==> config.mk <==
export PLATFORM = sky130hd
export DESIGN_NAME = int_controller_flat
export DESIGN_NICKNAME = d
export VERILOG_FILES = /design/src/rtl/int_controller_if.sv /design/src/rtl/int_controller.sv /design/src/flat_wrapper.sv
export SDC_FILE = /design/constraint.sdc
export NUM_CORES = 1
export LEC_CHECK = 0
export ABC_AREA = 1
export CAP_MARGIN = 20
export CORE_AREA = 2 2 63 71
export CTS_CLUSTER_DIAMETER = 60
export DETAILED_ROUTE_END_ITERATION = 10
export DIE_AREA = 0 0 65 73
export PLACE_DENSITY = 0.74
export SLEW_MARGIN = 20
export SYNTH_ARGS = -nofsm -noshare
export SYNTH_HDL_FRONTEND = slang
export SYNTH_SLANG_ARGS = --single-unit
==> constraint.sdc <==
create_clock -name clk28 -period 1.38 [get_ports clk28]
set_clock_uncertainty 0.05 [all_clocks]
set_input_delay 0.138 -clock clk28 [delete_from_list [all_inputs] [get_ports clk28]]
set_output_delay 0.138 -clock clk28 [all_outputs]
set_load 0.1 [all_outputs]
==> src/rtl/int_controller_if.sv <==
// cpu_bus: Z80 control strobes observed by the interrupt controller.
// m1 and iorq are active high here; their coincidence marks an INTACK cycle.
interface cpu_bus;
  logic m1;    // opcode fetch / interrupt acknowledge marker
  logic iorq;  // I/O request

  modport master (output m1, output iorq);
  modport slave  (input m1, input iorq);
endinterface

==> src/rtl/int_controller.sv <==
// int_controller: multi-source Z80 maskable-interrupt controller.
// Source 0 is the frame INT (fires at vc/hc == frame_v/frame_h); sources
// 1..NSRC-1 are rising-edge external requests. n_int is driven either as a
// fixed-length pulse counted in CPU clocks or as a level held until every
// enabled request is acknowledged, and it only changes on clkcpu_ck.
// Optional feature macro: INTCTL_VECTOR_EN -- when defined, an IM2 vector
// (VEC_BASE | sel<<1) is latched at INTACK; otherwise the vector bus reads 8'hFF.
module int_controller #(
  parameter int         NSRC      = 4,
  parameter int         PULSE_LEN = 32,
  parameter logic [7:0] VEC_BASE  = 8'hE0,
  localparam int        EXT_W     = (NSRC > 1) ? NSRC - 1 : 1
) (
  input  logic             clk28,
  input  logic             rst_n,
  cpu_bus.slave            bus,
  input  logic             clkcpu_ck,
  input  logic [8:0]       vc,
  input  logic [8:0]       hc,
  input  logic [8:0]       frame_v,
  input  logic [8:0]       frame_h,
  input  logic [EXT_W-1:0] ext_req,
  input  logic [NSRC-1:0]  src_en,
  input  logic             level_mode,
  output logic             n_int,
  output logic             n_int_next,
  output logic             int_vector_rd,
  output logic [7:0]       int_vector_data,
  output logic [NSRC-1:0]  pending
);

  // Counter must hold PULSE_LEN itself, hence the +1.
  localparam int CNT_W = $clog2(PULSE_LEN + 1);
  localparam int SEL_W = (NSRC > 1) ? $clog2(NSRC) : 1;

  // ---------------------------------------------------------------------------
  // State
  // ---------------------------------------------------------------------------
  logic [NSRC-1:0]  pending_reg, pending_next;
  logic [NSRC-1:0]  sampled_reg, sampled_next;   // pending snapshot taken at pulse start
  logic [CNT_W-1:0] cnt_reg, cnt_next;
  logic             n_int_reg;
  logic [EXT_W-1:0] ext_prev_reg;
  logic             ack_prev_reg;

  // ---------------------------------------------------------------------------
  // Trigger detection
  // ---------------------------------------------------------------------------
  logic [NSRC-1:0] trig;

  assign trig[0] = (vc == frame_v) && (hc == frame_h);

  generate
    if (NSRC > 1) begin : g_ext
      for (genvar gi = 1; gi < NSRC; gi++) begin : g_trig
        // External request fires on a 0->1 transition seen across two clk28 cycles.
        assign trig[gi] = ext_req[gi-1] & ~ext_prev_reg[gi-1];
      end
    end else begin : g_no_ext
      // Only the frame source exists; the one-bit ext_req stub is ignored.
      logic unused_ext;
      assign unused_ext = ^{ext_req, ext_prev_reg};
    end
  endgenerate

  // Previous-cycle copy of the external requests for edge detection.
  always_ff @(posedge clk28 or negedge rst_n) begin
    if (!rst_n) ext_prev_reg <= '0;
    else        ext_prev_reg <= ext_req;
  end

  // ---------------------------------------------------------------------------
  // INTACK detection
  // ---------------------------------------------------------------------------
  logic ack_rd;
  logic ack_rise;

  assign ack_rd        = bus.m1 & bus.iorq;
  assign ack_rise      = ack_rd & ~ack_prev_reg;
  assign int_vector_rd = ack_rd;

  // Previous-cycle INTACK level so that a long acknowledge counts once.
  always_ff @(posedge clk28 or negedge rst_n) begin
    if (!rst_n) ack_prev_reg <= 1'b0;
    else        ack_prev_reg <= ack_rd;
  end

  // ---------------------------------------------------------------------------
  // Fixed-priority selection: lowest pending index wins
  // ---------------------------------------------------------------------------
  logic [SEL_W-1:0] sel;
  logic             any_pending;

  // Scan from the top so the lowest set index is the last one written.
  always_comb begin
    sel         = '0;
    any_pending = 1'b0;
    for (int i = NSRC - 1; i >= 0; i--) begin
      if (pending_reg[i]) begin
        sel         = SEL_W'(i);
        any_pending = 1'b1;
      end
    end
  end

  // One-hot form of "this source is being acknowledged now".
  logic [NSRC-1:0] ack_hit;

  generate
    for (genvar gi = 0; gi < NSRC; gi++) begin : g_ack_hit
      assign ack_hit[gi] = ack_rise & any_pending & (sel == SEL_W'(gi));
    end
  endgenerate

  // ---------------------------------------------------------------------------
  // Pulse counter
  // ---------------------------------------------------------------------------
  logic cnt_idle;
  logic pulse_start;
  logic pulse_end;

  assign cnt_idle    = (cnt_reg == '0);
  assign pulse_start = ~level_mode & cnt_idle & any_pending;
  assign pulse_end   = ~level_mode & clkcpu_ck & (cnt_reg == CNT_W'(PULSE_LEN));

  // Idle -> 1 on a pending request, then count CPU clocks up to PULSE_LEN and
  // wrap to idle; level mode parks the counter at zero.
  always_comb begin
    cnt_next = cnt_reg;
    if (level_mode) begin
      cnt_next = '0;
    end else if (cnt_idle) begin
      if (any_pending) cnt_next = CNT_W'(1);
    end else if (clkcpu_ck) begin
      if (cnt_reg == CNT_W'(PULSE_LEN)) cnt_next = '0;
      else                              cnt_next = cnt_reg + CNT_W'(1);
    end
  end

  // Pulse counter register.
  always_ff @(posedge clk28 or negedge rst_n) begin
    if (!rst_n) cnt_reg <= '0;
    else        cnt_reg <= cnt_next;
  end

  // ---------------------------------------------------------------------------
  // Pending and pulse-snapshot bits
  // ---------------------------------------------------------------------------
  generate
    for (genvar gi = 0; gi < NSRC; gi++) begin : g_pending
      // Disable clears; a trigger beats an ack or end-of-pulse clear in the same
      // cycle; an unacknowledged pulse drops the requests it was carrying.
      assign pending_next[gi] =
          !src_en[gi]                                   ? 1'b0 :
          trig[gi]                                      ? 1'b1 :
          (ack_hit[gi] || (pulse_end && sampled_reg[gi])) ? 1'b0 :
                                                          pending_reg[gi];

      // Snapshot at pulse start; an acked or disabled source leaves the snapshot
      // so that a later re-trigger during the same pulse survives the pulse end.
      assign sampled_next[gi] =
          level_mode  ? 1'b0 :
          pulse_start ? (pending_reg[gi] & src_en[gi]) :
          pulse_end   ? 1'b0 :
                        (sampled_reg[gi] & ~ack_hit[gi] & src_en[gi]);
    end
  endgenerate

  // Pending and snapshot registers.
  always_ff @(posedge clk28 or negedge rst_n) begin
    if (!rst_n) begin
      pending_reg <= '0;
      sampled_reg <= '0;
    end else begin
      pending_reg <= pending_next;
      sampled_reg <= sampled_next;
    end
  end

  assign pending = pending_reg;

  // ---------------------------------------------------------------------------
  // n_int generation, retimed to the CPU clock
  // ---------------------------------------------------------------------------
  assign n_int_next = level_mode ? ~|(pending_reg & src_en) : cnt_idle;

  // n_int only moves on a CPU clock edge strobe.
  always_ff @(posedge clk28 or negedge rst_n) begin
    if (!rst_n)         n_int_reg <= 1'b1;
    else if (clkcpu_ck) n_int_reg <= n_int_next;
  end

  assign n_int = n_int_reg;

  // ---------------------------------------------------------------------------
  // IM2 vector
  // ---------------------------------------------------------------------------
`ifdef INTCTL_VECTOR_EN
  logic [7:0] vec_reg, vec_next;

  // Capture the vector of the selected source on the INTACK edge; an empty
  // acknowledge reads as the floating-bus value.
  always_comb begin
    vec_next = vec_reg;
    if (ack_rise) begin
      if (any_pending) vec_next = VEC_BASE | (8'(sel) << 1);
      else             vec_next = 8'hFF;
    end
  end

  // Vector latch; stable for the whole INTACK since it only loads on the edge.
  always_ff @(posedge clk28 or negedge rst_n) begin
    if (!rst_n) vec_reg <= 8'hFF;
    else        vec_reg <= vec_next;
  end

  assign int_vector_data = vec_reg;
`else
  // Without vector support the bus floats high regardless of the base value.
  localparam logic [7:0] VEC_FLOAT = VEC_BASE | 8'hFF;

  assign int_vector_data = VEC_FLOAT;
`endif

endmodule
==> src/flat_wrapper.sv <==
// flat-port wrapper written by rule: the top's interface ports become plain ports
module int_controller_flat 
#(
  parameter int         NSRC      = 4,
  parameter int         PULSE_LEN = 32,
  parameter logic [7:0] VEC_BASE  = 8'hE0,
  localparam int        EXT_W     = (NSRC > 1) ? NSRC - 1 : 1
)
  (clk28, rst_n, clkcpu_ck, vc, hc, frame_v, frame_h, ext_req, src_en, level_mode, n_int, n_int_next, int_vector_rd, int_vector_data, pending, bus_m1, bus_iorq);
  cpu_bus bus_i ();
  input  logic clk28;
  input  logic rst_n;
  input  logic clkcpu_ck;
  input  logic [8:0] vc;
  input  logic [8:0] hc;
  input  logic [8:0] frame_v;
  input  logic [8:0] frame_h;
  input  logic [EXT_W-1:0] ext_req;
  input  logic [NSRC-1:0] src_en;
  input  logic level_mode;
  output logic n_int;
  output logic n_int_next;
  output logic int_vector_rd;
  output logic [7:0] int_vector_data;
  output logic [NSRC-1:0] pending;
  input wire logic [$bits(bus_i.m1)-1:0] bus_m1;
  input wire logic [$bits(bus_i.iorq)-1:0] bus_iorq;
  assign bus_i.m1 = bus_m1;
  assign bus_i.iorq = bus_iorq;
  int_controller #(.NSRC(NSRC), .PULSE_LEN(PULSE_LEN), .VEC_BASE(VEC_BASE)) u_core (.clk28(clk28), .rst_n(rst_n), .bus(bus_i), .clkcpu_ck(clkcpu_ck), .vc(vc), .hc(hc), .frame_v(frame_v), .frame_h(frame_h), .ext_req(ext_req), .src_en(src_en), .level_mode(level_mode), .n_int(n_int), .n_int_next(n_int_next), .int_vector_rd(int_vector_rd), .int_vector_data(int_vector_data), .pending(pending));
endmodule
==> out/qor.csv <==
metric,value,unit
TritonCTS clock tree,done,
Peak Freq,0.5887,GHz
Die W,65,um
Tmin final,1.699,ns
adder-cell share of the synthesized area,1.678,%
startpoint types,flop,
initial antenna violation count,0,
Die ar.,4745,um^2
VDD IR-drop max,0.3899,mV
DR vias,1617,
P_leak,1.250,nW
mux contribution to synthesized area,0,%
CTS buffer count,3,
largest net degree at the start of global routing,20,
power density cells,1016,nW/um^2
synth unique cells,27,
Starting Density,36.40,%
"Reg clk slew, reported paths",0.07,ns
RR Startpoint,u_core.cnt_reg[1],
worst hold path class,primary input to async pin,
FF+latch area,491.7,um^2
share of cells above drive strength 1,26.25,%
H-tree levels,1,
Total Routing Usage GR,17.82,%
failing checks,setup timing,
number of cells on the worst reg-to-reg path,11,
post-synthesis simple-gate area fraction,38.67,%
most frequent cells in the layout,"nand2_1 (77), clkdlybuf4s50_1 (48), inv_1 (32), buf_4 (32), nor2_1 (27)",
vias per cell,4.324,
Reg2Reg Setup Slack,-0.21,ns
Post-Place Worst Slack,-0.2283,ns
WL/cell,9.858,um
combinational family with the most area after synthesis,simple AND/OR/NAND/NOR gates,
DP HPWL,3137,um
Sink Count,19,
post-synthesis compound-gate area fraction,7.383,%
Iter 0 DRT Violations,32,
"Req. time, crit path",1.19,ns
post-synthesis cell area,1491,um^2
vias in the first global route,1647,
die height,73,um
router iterations before antenna repair,4,
overall power,2.581,mW
Final WS setup,-0.3187,ns
# DRC,0,
multi-input logic area,892.1,um^2
status,"complete, but fails checks",
yosys warns,0,
row count,25,
area delta synth->final,70.39,%
insertion delay to the later sink of the worst-skew pair,0.27,ns
first-pass GRT wire length,6520,um
Final setup viols,16,
"Max FO, Critical Path",2,
final hold vios,0,
Routed Antenna Nets,0,
Largest register FFs,6,
nets,372,
RSZ-0062 raised after global routing,yes,
CP Capture Type,output port,
WS Path Type,flop to output port,
"commonest non-fill, non-tap cell in the layout",nand2_1,
WP data arrival,1.51,ns
Synth Register Bits,19,
Ant. Diodes,0,
average size of a mapped cell,6.484,um^2
Post-Synth XOR/XNOR Area,4.698,%
Max Cap Viol,0,
I/O Buffers,55,
Final Cycle Share,123.1,%
Fill cells,371,
Gate Count Post-Synth,230,
Clock Path Buffers,2,
CTS root buf,clkbuf_8,
register area share after synthesis,31.96,%
routability-driven placement congestion ratio,0.9496,
Post-Route WL,3687,um
Core Region,4098,um^2
Reg-to-Reg End,u_core.cnt_reg[1],
Overflow after GRT,0,
io pins,64,
max-slew violations,0,
synth_stat cells, drive strengths merged:
master,n,share of area [%]
a21oi,4,1.3
buf,9,4.8
clkbuf,1,0.25
conb,1,0.25
dfrtp,18,30
dfstp,1,1.8
ha,2,1.7
inv,41,10
nand2,82,21
nand3,11,4.0
nand3b,1,0.50
nand4,6,3.5
nor2,31,9.1
nor3,1,0.67
o211ai,1,0.50
o21ai,12,5.5
xnor2,6,3.5
xor2,2,1.2
cell families (layout without fill, tap and decap cells):
kind of cell / Yosys count / in the layout
and+or+nand+nor: 132 / 132
DFF: 19 / 19
adders and majority gates: 2 / 2
other: 1 / 8
buffers and inverters: 51 / 134
xor gates and xnor gates: 8 / 8
AOI/OAI and AO/OA: 17 / 17
routing by layer:
metal	track usage, %	vias to the layer above	wire length, um
met5	0	-	0
met4	9.693	0	106
met3	2.160	9	147
met2	33.68	40	1924
met1	19.08	705	1509
li1	-	863	-
where the power goes:
part	leakage, nW	internal, mW	switching, mW
Sequential	0.241	0.636	0.0531
Combinational	0.984	0.688	0.796
Clock	0.0255	0.202	0.206
layout make-up:
| cell class | instances | area share [%] |
|---|---|---|
| clock buffer | 3 | 1.625 |
| tap | 54 | 2.659 |
| clock inverter | 1 | 0.1969 |
| sequential | 19 | 19.35 |
| timing repair buffer | 89 | 34.76 |
| multi-input combinational | 167 | 35.11 |
| inverter | 41 | 6.302 |
stage by stage:
step | util [%] | TNS (ns) | hold slack, ns | cells | instance area [um^2]
2_1_floorplan | - | -2.269 | -0.2076 | 237 | 1570
3_3_place_gp | 58.60 | -1.538 | 0.3523 | 365 | 2401
3_5_place_dp | 58.60 | -2.655 | 0.3596 | 365 | 2401
4_1_cts | 60.98 | -3.240 | 0.1715 | 373 | 2499
5_1_grt | 62.02 | -4.246 | 0.2010 | 374 | 2541
6_report | 62.02 | -2.839 | 0.1579 | 374 | 2541
timing repair:
action | in CTS | in global routing
setup endpoints to repair | 16 | 16
setup buffers | 4 | 1
hold buffers | 0 | 0
pin swaps | 3 | 6
gates resized for setup | 6 | 8
critical path: stages, from the launching register on:
cell and delay, ns:
dfrtp_1 0.39, inv_2 0.08, ha_4 0.14, nand2_4 0.05, nor2_4 0.11, nand4_4 0.09, buf_6 0.13, o21ai_4 0.06
buf_12 0.19
worst max path at each step:
stage / from / to
floorplan: u_core.pending[0] / u_core.n_int
global placement: u_core.cnt_reg[0] / n_int_next
detailed placement: u_core.cnt_reg[0] / n_int_next
CTS: u_core.cnt_reg[1] / n_int_next
global route: u_core.cnt_reg[0] / n_int_next
finish: u_core.cnt_reg[1] / n_int_next
(Power assumes the default switching activity.)
